File: config.mk
export PLATFORM = sky130hd
export DESIGN_NAME = envelope_follower
export DESIGN_NICKNAME = d
export VERILOG_FILES = /design/src/rtl/envelope_follower_pkg.sv /design/src/rtl/envelope_follower.sv
export SDC_FILE = /design/constraint.sdc
export NUM_CORES = 1
export LEC_CHECK = 0
export CAP_MARGIN = 10
export CORE_MARGIN = 1.5
export CORE_UTILIZATION = 45
export CTS_CLUSTER_DIAMETER = 80
export DETAILED_ROUTE_END_ITERATION = 10
export HOLD_SLACK_MARGIN = 0.15
export PLACE_DENSITY_LB_ADDON = 0.08
export SLEW_MARGIN = 20
export SYNTH_ARGS = -nofsm -noshare
export SYNTH_HDL_FRONTEND = slang
export SYNTH_SLANG_ARGS = --single-unit
File: constraint.sdc
create_clock -name clk_in -period 14.01 [get_ports clk_in]
set_clock_uncertainty 0.05 [all_clocks]
set_input_delay 2.802 -clock clk_in [delete_from_list [all_inputs] [get_ports clk_in]]
set_output_delay 2.802 -clock clk_in [all_outputs]
set_load 0.05 [all_outputs]
File: src/rtl/envelope_follower_pkg.sv
// Shared constants for the vocoder analysis/synthesis chain.
package envelope_follower_pkg;
  localparam int unsigned N_FILTERS = 4;
endpackage

File: src/rtl/envelope_follower.sv
// Per-channel envelope detector: rectify, one-pole attack/release smoothing through a
// shared one-channel-per-clock datapath, then commit all envelopes atomically to the mixer.
module envelope_follower
  import envelope_follower_pkg::*;
#(
  parameter int unsigned N_CH = N_FILTERS
) (
  input  logic                   clk_in,
  input  logic                   rst_n_in,
  input  logic                   valid_in,
  input  logic [4:0]             attack_shift,
  input  logic [4:0]             release_shift,
  input  logic [N_CH-1:0][31:0]  band_channels,
  output logic [N_CH-1:0][31:0]  envelope_channels,
  output logic                   valid_out,
  output logic                   busy_out
);

  typedef enum logic [1:0] {IDLE, PROCESS, COMMIT} state_t;

  localparam int unsigned IDX_W = (N_CH > 1) ? $clog2(N_CH) : 1;
  localparam logic [IDX_W-1:0] LAST_IDX = IDX_W'(N_CH - 1);

  state_t                 state_q, state_d;
  logic [IDX_W-1:0]       idx_q, idx_d;
  logic [N_CH-1:0][31:0]  cap_q, cap_d;
  logic [N_CH-1:0][31:0]  env_q, env_d;
  logic [N_CH-1:0][31:0]  out_q, out_d;
  logic [4:0]             atk_q, atk_d;
  logic [4:0]             rel_q, rel_d;
  logic                   valid_q, valid_d;
  logic                   busy_q, busy_d;

  logic [31:0] cap_sel, env_sel, x_abs, env_new;
  logic [32:0] x_w, env_w, diff_w, step_w;

  // Shared datapath; both differences are non-negative so the shifts are logical.
  always_comb begin
    cap_sel = cap_q[idx_q];
    env_sel = env_q[idx_q];
    if (cap_sel == 32'h8000_0000) begin
      x_abs = 32'h7FFF_FFFF;
    end else if (cap_sel[31]) begin
      x_abs = ~cap_sel + 32'd1;
    end else begin
      x_abs = cap_sel;
    end
    x_w   = {1'b0, x_abs};
    env_w = {1'b0, env_sel};
    if (x_w > env_w) begin
      diff_w  = x_w - env_w;
      step_w  = diff_w >> atk_q;
      env_new = 32'(env_w + step_w);
    end else begin
      diff_w  = env_w - x_w;
      step_w  = diff_w >> rel_q;
      env_new = 32'(env_w - step_w);
    end
  end

  always_comb begin
    state_d = state_q;
    idx_d   = idx_q;
    cap_d   = cap_q;
    env_d   = env_q;
    out_d   = out_q;
    atk_d   = atk_q;
    rel_d   = rel_q;
    valid_d = 1'b0;
    busy_d  = busy_q;
    case (state_q)
      IDLE: begin
        if (valid_in) begin
          cap_d   = band_channels;
          atk_d   = attack_shift;
          rel_d   = release_shift;
          idx_d   = '0;
          busy_d  = 1'b1;
          state_d = PROCESS;
        end
      end
      PROCESS: begin
        env_d[idx_q] = env_new;
        if (idx_q == LAST_IDX) begin
          state_d = COMMIT;
        end else begin
          idx_d = idx_q + 1'b1;
        end
      end
      COMMIT: begin
        out_d   = env_q;
        valid_d = 1'b1;
        busy_d  = 1'b0;
        state_d = IDLE;
      end
      default: state_d = IDLE;
    endcase
  end

  always_ff @(posedge clk_in or negedge rst_n_in) begin
    if (!rst_n_in) begin
      state_q <= IDLE;
      idx_q   <= '0;
      cap_q   <= '0;
      env_q   <= '0;
      out_q   <= '0;
      atk_q   <= '0;
      rel_q   <= '0;
      valid_q <= 1'b0;
      busy_q  <= 1'b0;
    end else begin
      state_q <= state_d;
      idx_q   <= idx_d;
      cap_q   <= cap_d;
      env_q   <= env_d;
      out_q   <= out_d;
      atk_q   <= atk_d;
      rel_q   <= rel_d;
      valid_q <= valid_d;
      busy_q  <= busy_d;
    end
  end

  assign envelope_channels = out_q;
  assign valid_out         = valid_q;
  assign busy_out          = busy_q;

endmodule
# Yosys cells after proc, flatten, opt, wreduce, memory -nomap -nowiden
# Index checks and enable logic that the tools add are counted.
# totals
register_bits,400
inputBits,141
out_inout_bits,130
elab_cells,64
# classes
add_sub_neg,6
magnitude_cmp,3
eq_ne,7
shifts,2
n_mux,19
bitwise_logic,1
reduce_logical,8
# op_table
operator,n
32-bit 2-to-1 mux,6
32-bit binary-select mux with 2-bit select,2
128-bit bitwise mux,1
33-bit by 5-bit >> shifter with 32-bit output,2
32-bit by 32-bit subtractor with 33-bit output,2
32-bit demux with 2-bit select,1
32-bit by 1-bit adder with 32-bit output (second input constant),1
32-bit adder,1
32-bit equality test (second input constant),1
32-bit greater-than comparator,1
32-bit NOT,1
32-bit subtractor,1
2-bit 2-to-1 mux,4
2-bit one-hot mux with 2 select lines,2
2-bit != test (second input constant),3
2-bit AND reduction,3
2-bit equality test (second input constant),2
2-bit nonzero test,2
2-bit by 3-bit less-than comparator with 1-bit output (second input constant),1
3-bit AND reduction,1
2-bit by 1-bit adder with 2-bit output (second input constant),1
2-bit by 1-bit equality test with 1-bit output (second input constant),1
2-bit by 1-bit >= comparator with 1-bit output (second input constant),1
2-bit zero test,1
3 further kinds,4

# Logic depth before layout (Yosys ltp)
# Gate-level depths: netlist of the first run.
# depth
ltp_word,11
mapped_depth,55
depth_no_buf,52

# Worst setup path after synthesis of the first run
# Ideal clock, no wire load.
# synth_timing
path_kind,register to register
startpoint,reg idx_q[0]
endpoint,reg env_q[127] in the netlist's numbering
setup_time_ns,0.125
arrival_time_ns,11.832
required_time_ns,13.835
path_slack_ns,2.004
stages_incl_launch_ff,51
n_path_buf,5
synth_period_minus_slack_ns,12.006
path_cell_list,dfrtp_1 -> buf_6 -> buf_1 -> mux4_2 -> inv_1 -> ha_1 -> nand3_1 -> or3_1 -> or3_1 -> or3_1 -> nor3_2 -> inv_2 -> or3_1 -> nor3_2 -> nand2_1 -> or3_4 -> inv_1 -> nand2_1 -> (+15 left out) -> nand4_1 -> nor2_1 -> or4b_1 -> xnor2_1 -> a22oi_1 -> ha_1 -> or2_2 -> a21o_1 -> a21o_1 -> and2_1 -> nand4_1 -> o211a_1 -> o21ai_0 -> nor4_1 -> a21o_1 -> a2111oi_4 -> nand4_1 -> mux2_2
# synth_via
elab_chain_cells,11
word_cells_on_any_way,23
cone_classes,add/sub: 5; order compare: 3; eq/ne: 1; shift: 2; mux: 10; bitwise: 1; reduce/logical: 1
# synth_lines
item,line_no,source
start: declaration,envelope_follower.sv:25,"logic [IDX_W-1:0] idx_q, idx_d;"
start signal: assignment,envelope_follower.sv:113,idx_q <= idx_d;
32-bit binary-select mux with 2-bit select,envelope_follower.sv:39,cap_sel = cap_q[idx_q];
32-bit 2-to-1 mux (not written as such),envelope_follower.sv:39,
32-bit NOT,envelope_follower.sv:44,x_abs = ~cap_sel + 32'd1;
32-bit by 1-bit adder with 32-bit output,envelope_follower.sv:44,
32-bit 2-to-1 mux,envelope_follower.sv:43,end else if (cap_sel[31]) begin
32-bit 2-to-1 mux,envelope_follower.sv:41,if (cap_sel == 32'h8000_0000) begin
32-bit by 32-bit subtractor with 33-bit output (on tied branches),"envelope_follower.sv:55, envelope_follower.sv:51",
33-bit by 5-bit >> shifter with 32-bit output (on tied branches),"envelope_follower.sv:56, envelope_follower.sv:52",
32-bit subtractor / 32-bit adder (equally long branches),"envelope_follower.sv:57, envelope_follower.sv:53",
32-bit 2-to-1 mux,envelope_follower.sv:50,if (x_w > env_w) begin
128-bit bitwise mux *,envelope_follower.sv:83,env_d[idx_q] = env_new;
end signal: assignment,envelope_follower.sv:115,env_q <= env_d;
end: declaration,envelope_follower.sv:27,"logic [N_CH-1:0][31:0] env_q, env_d;"
# Every way passes the cells marked *; elsewhere a longest branch is shown, timed or not. The select of a mux whose other input is x is not followed.
# A chain may end at the register's enable or synchronous reset.

# Worst setup path in the final report of the first run
# layout_timing
startpoint,reg idx_q[0]
endpoint,reg env_q[31] in the netlist's numbering
# The elaborated chain is that of the path after synthesis.

==> results.cfg, run 1 <==
[clocking]
cts_max_level = 2
cts_sinks = 400
cts_hold_buffers = 0
cts-root-buf = clkbuf_16
cts_buffer_depth = 3
cts_inserted_buffers = 46
cts.clk_slew.worst_paths_ps = 60
insertion_delay_ps = 610
cts_tree = done

[sta]
worst_pin_slew_ps = 1010
slew_headroom_pct = 31.0
clock.fmax_mhz = 74.7
hold_violations = 0
setup_viol = 0
period_needed_ps = 13390
period_share_pct = 95.6
maxSlewViolCount = 0
setup_ws_ps = 619

[drt]
wl_per_cell_um = 24.3
num_vias = 25351
drc = 0
routed_wl_mm = 101
first_pass_iters = 7
drt_iter0_drc = 2233
ant_nets = 0
via_per_inst = 6.07

[global_route]
antenna_found_initial = 2
track_usage_pct = 32.0
grt_max_degree = 170
grt_pass1_wl_mm = 155
grt_remaining_overflow = 0
first_global_vias = 25444

[final_layout]
final_nets = 3604
final_cells = 4174
area_growth_pct = 20.3
drive_gt1_share_pct = 15.5
nFillCells = 5556

[worst_setup_path]
r2r_cells = 50
cp_max_fo = 56
rrSetupSlack_ps = 620
required_ps = 14460
cp-start-kind = flip-flop
worst_path_max_delay_cell = a222oi_1
setup.worst_path.end_class = flip-flop
cp.arrival_ps = 13840
worstSetupPathType = flip-flop to flip-flop
slowest_delay_ps = 720
rr_endpoint = env_q[31]
r2r_start = idx_q[0]

[job]
cap_violations = 0

[placed_design]
dp_cells = 4088
gp_congestion = 1.01
dp_hpwl_mm = 78.3
io_buffers = 270
pre_cts_ws_ps = 607

[logic_synthesis]
synth_edf_count = 0
yosys_warnings = 0
synthCells = 3083
ys_seq_area_share_pct = 36.1
synth_area_per_cell_um2 = 9.00
ys_seq_elements = 400
synthesis.area_mm2 = 0.0278
synth_cell_type_count = 102
syn_nets = 3331
synthFlopType = dfrtp_1
async_flop_share_pct = 100

[min_path]
min_path_cells = 2
hold_path.class = flip-flop to flip-flop
whs_endpoint = envelope_channels[93]
worstHoldStart = envelope_channels[93]

[outcome]
status = complete, no violations

[die]
rows = 90
start_util_pct = 45.7
die_area_mm2 = 0.0632
io_pins = 271
core-area_mm2 = 0.0607
die_w_um = 251
die_y_um = 251
## timing repair
item | CTS | global route
gates resized for setup | 0 | 16
setup endpoints to repair | 0 | 36
buffers inserted | 0 | 2
## critical path: cells and delay by family (launching register included)
| family | cells | cell delay, ps |
|---|---|---|
| buf+inv | 7 | 1260 |
| simple gates | 17 | 4100 |
| mux | 2 | 860 |
| compound gates | 19 | 4750 |
| fa+ha+maj | 3 | 910 |
| flops | 1 | 590 |
| xor+xnor | 2 | 730 |
## worst max path at each step
stage	start	end	slack (ps)	depth (start not counted)
3_3_place_gp	idx_q[0]	env_q[118]	690	48
3_5_place_dp	idx_q[0]	env_q[86]	610	48
4_1_cts	idx_q[0]	env_q[86]	520	48
2_1_floorplan	idx_q[0]	env_q[127]	2000	50
6_report	idx_q[0]	env_q[31]	620	50
5_1_grt	idx_q[0]	env_q[86]	-5	48
## cell families after synthesis
| family | share of synthesized area (%) |
|---|---|
| flops | 36.1 |
| compound gates | 16.9 |
| fa+ha+maj | 4.90 |
| buf+inv | 3.91 |
| simple gates | 18.5 |
| xor+xnor | 4.26 |
| mux | 15.5 |
## cells in the mapped netlist, drive strengths merged, types with 12 or more instances
cell type / number / area share, %
a211o: 15 / 0.47
a211oi: 35 / 1.0
a21o: 48 / 1.3
a21oi: 125 / 2.3
a31oi: 19 / 0.43
and2: 50 / 1.1
and3: 14 / 0.32
buf: 50 / 0.87
clkbuf: 136 / 1.8
dfrtp: 400 / 36
ha: 104 / 4.7
inv: 84 / 1.1
mux2: 148 / 6.0
mux2i: 71 / 2.6
mux4: 85 / 6.9
nand2: 683 / 9.2
nand2b: 22 / 0.50
nand3: 37 / 0.67
nand4: 31 / 0.72
nor2: 167 / 2.3
nor2b: 12 / 0.27
nor3: 62 / 1.2
nor4: 17 / 0.41
o211ai: 24 / 0.65
o21a: 26 / 0.70
o21ai: 223 / 4.0
o21bai: 19 / 0.51
o221ai: 16 / 0.53
o22ai: 16 / 0.36
or2: 15 / 0.34
or3: 24 / 0.56
xnor2: 71 / 2.3
xor2: 63 / 2.0
## final cells by class
type,instances,area (µm²),share of cell area [%]
clock inverter,23,253,0.757
tap,782,978,2.93
multi-input combinational,2409,16800,50.2
inverter,88,332,0.993
antenna,1,2.50,0.00749
sequential,400,10000,30.0
timing repair buffer,411,3800,11.4
clock buffer,60,1250,3.75
## registers in the layout, indices dropped and copies added, names as in the netlist
signal             count
cap_q                128
env_q                128
envelope_channels    128
atk_q                  5
rel_q                  5
idx_q                  2
state_q                2
busy_out               1
valid_out              1
## metrics by stage
step / cell area [µm²] / setup TNS [ps] / util, % / hold slack, ps
global route: 33400 / -5.43 / 55.0 / 438
finish: 33400 / 0 / 55.0 / 423
floorplan: 27800 / 0 / - / 400
detailed placement: 31800 / 0 / 52.4 / 412
CTS: 33300 / 0 / 54.9 / 429
global placement: 31800 / 0 / 52.4 / 408
## cell usage in the layout, fill, tap and decap left out, types with 30 or more instances in the layout
cell,instances
dfrtp_1,396
a21o_1,48
mux2i_1,71
ha_1,101
xnor2_1,69
a211oi_1,30
nand4_1,30
nand2_1,677
nand3_1,37
and2_1,49
nor3_1,57
clkdlybuf4s50_1,269
mux4_2,85
nor2_1,163
buf_4,137
clkbuf_16,46
mux2_2,148
a21oi_1,123
inv_1,79
o21ai_0,216
xor2_1,63
## layer usage
layer / global-route usage [%] / vias up / wire [µm]
met5: 0 / - / 0
met2: 53.5 / 988 / 48500
met1: 42.7 / 12660 / 43000
met3: 4.66 / 157 / 6630
li1: - / 11546 / -
met4: 10.3 / 0 / 3330
Power of run 1 is left out: the tool's default activity adds up to more than one toggle a clock period on the data nets, which glitch-free logic cannot reach.
==> run 2: changes to the inputs <==
Settings changed: SLEW_MARGIN 20 to default.
==> run 2 against run 1 <==
Compared with the run above: global-route usage fell by 0.070 points; critical path depth decreased by 1; sequential share of layout area fell by 0.099 points; hold slack better by 1.2 ps; non-clock buffer count up 4; count of clock-buffer cells in the layout up 8; final area increased by 0.33%; flip-flop and latch count is the same; cell count barely moved.
==> results.cfg, run 2 (synthesis gave the netlist of run 1 again) <==
[worst_setup_path]
setup.worst_path.end_class = flip-flop
rrSetupSlack_ps = 740
slowest_delay_ps = 890
worstSetupPathType = flip-flop to flip-flop
cp.arrival_ps = 13720
cp_max_fo = 56
required_ps = 14460
worst_path_max_delay_cell = a2111oi_0
cp-start-kind = flip-flop
rr_endpoint = env_q[127]
worst_path_most_repeated_cell = a21oi_1
r2r_cells = 49
r2r_start = idx_q[0]

[drt]
wl_per_cell_um = 24.3
ant_nets = 0
via_per_inst = 6.06
first_pass_iters = 6
num_vias = 25299
routed_wl_mm = 101
drt_iter0_drc = 2380
drc = 0

[final_layout]
regArea_mm2 = 0.0100
drive_gt1_share_pct = 15.6
stdcell_area_mm2 = 0.0335
nFillCells = 5507
diodes = 0
final_nets = 3608
final_common_cell = nand2_1
area_growth_pct = 20.7
multi_input_area_mm2 = 0.0168
final_cell_mix = nand2_1 (677), dfrtp_1 (396), clkdlybuf4s50_1 (269), o21ai_0 (214), nor2_1 (163)

[placed_design]
gp_congestion = 1.01
io_buffers = 270
dpl_cell_area_mm2 = 0.0318
dp_hpwl_mm = 78.3

[min_path]
hold_path.class = flip-flop to flip-flop
worstHoldStart = envelope_channels[59]
whs_endpoint = envelope_channels[59]
min_path_cells = 2

[die]
core-area_mm2 = 0.0607
die_area_mm2 = 0.0632
rows = 90
io_pins = 271
start_util_pct = 45.7
die_w_um = 251
die_y_um = 251

[global_route]
grt_max_degree = 170
track_usage_pct = 31.9
first_global_vias = 25223
antenna_found_initial = 2
grt_remaining_overflow = 0
grt_pass1_wl_mm = 155

[outcome]
status = complete, no violations

[sta]
setup_viol = 0
period_needed_ps = 13270
clock.fmax_mhz = 75.4
slew_headroom_pct = 25.5
period_share_pct = 94.7
tns_ps = 0
maxSlewViolCount = 0
hold_violations = 0
holdWs_ps = 424
worst_pin_slew_ps = 1120

[clocking]
cts_max_level = 2
cts_inserted_buffers = 46
cts_sinks = 400
cts.clk_slew.worst_paths_ps = 60
cts_tree = done
cts-root-buf = clkbuf_16
insertion_delay_ps = 610
cts_hold_buffers = 0
cts_buffer_depth = 3

[job]
cap_violations = 0
[run 2: cell count changes in the layout (fill, tap and decap cells not counted), moves of 3 or more]
cell / previous run / this run
clkinv_2: 14 / 4
clkbuf_1: 9 / 12
clkbuf_8: 5 / 10
buf_4: 137 / 141
[run 2: worst max path at each step]
stage | startpoint | end | slack [ps] | depth (start not counted)
floorplan | idx_q[0] | env_q[127] | 2000 | 50
global placement | idx_q[0] | env_q[118] | 690 | 48
detailed placement | idx_q[0] | env_q[86] | 580 | 48
CTS | idx_q[0] | env_q[118] | 460 | 48
global route | idx_q[0] | env_q[86] | -20 | 48
finish | idx_q[0] | env_q[127] | 740 | 49
[run 2: timing repair]
item,in CTS,in global routing
endpoints found under the hold margin,0,0
endpoints found under the setup margin,0,36
buffers inserted,0,4
resized for setup,0,25
[run 2: layout make-up]
cell class	instances	area share [%]
clock inverter	13	0.590
inverter	88	0.990
tap	782	2.92
multi-input combinational	2409	50.1
clock buffer	68	3.98
sequential	400	29.9
timing repair buffer	415	11.5
[run 2: critical path: cells and delay by family, from the launching register on]
family / cells / cell delay, ps
buffers and inverters: 6 / 930
AO/OA/AOI/OAI: 19 / 5310
multiplexers: 2 / 870
AND/OR/NAND/NOR: 18 / 3960
adder cells (fa/ha/maj): 3 / 1000
XOR/XNOR: 1 / 420
flip-flops: 1 / 590
[run 2: layer usage]
layer / track usage (%) / wire (µm) / up-vias
li1: - / - / 11559
met4: 10.3 / 3390 / 0
met3: 4.36 / 6370 / 164
met5: 0 / 0 / -
met1: 43.3 / 43700 / 12626
met2: 52.8 / 47900 / 950
[run 2: stage by stage]
stage                     util, %  worst slack [ps]  std cells
final                        55.2               742       4175
after global routing         55.2             -20.6       4175
after CTS                    54.9               457       4169
after detailed placement     52.4               579       4088
after global placement       52.4               694       4088
after floorplan                 -              2000       3083
Power of run 2 is left out for the same reason.
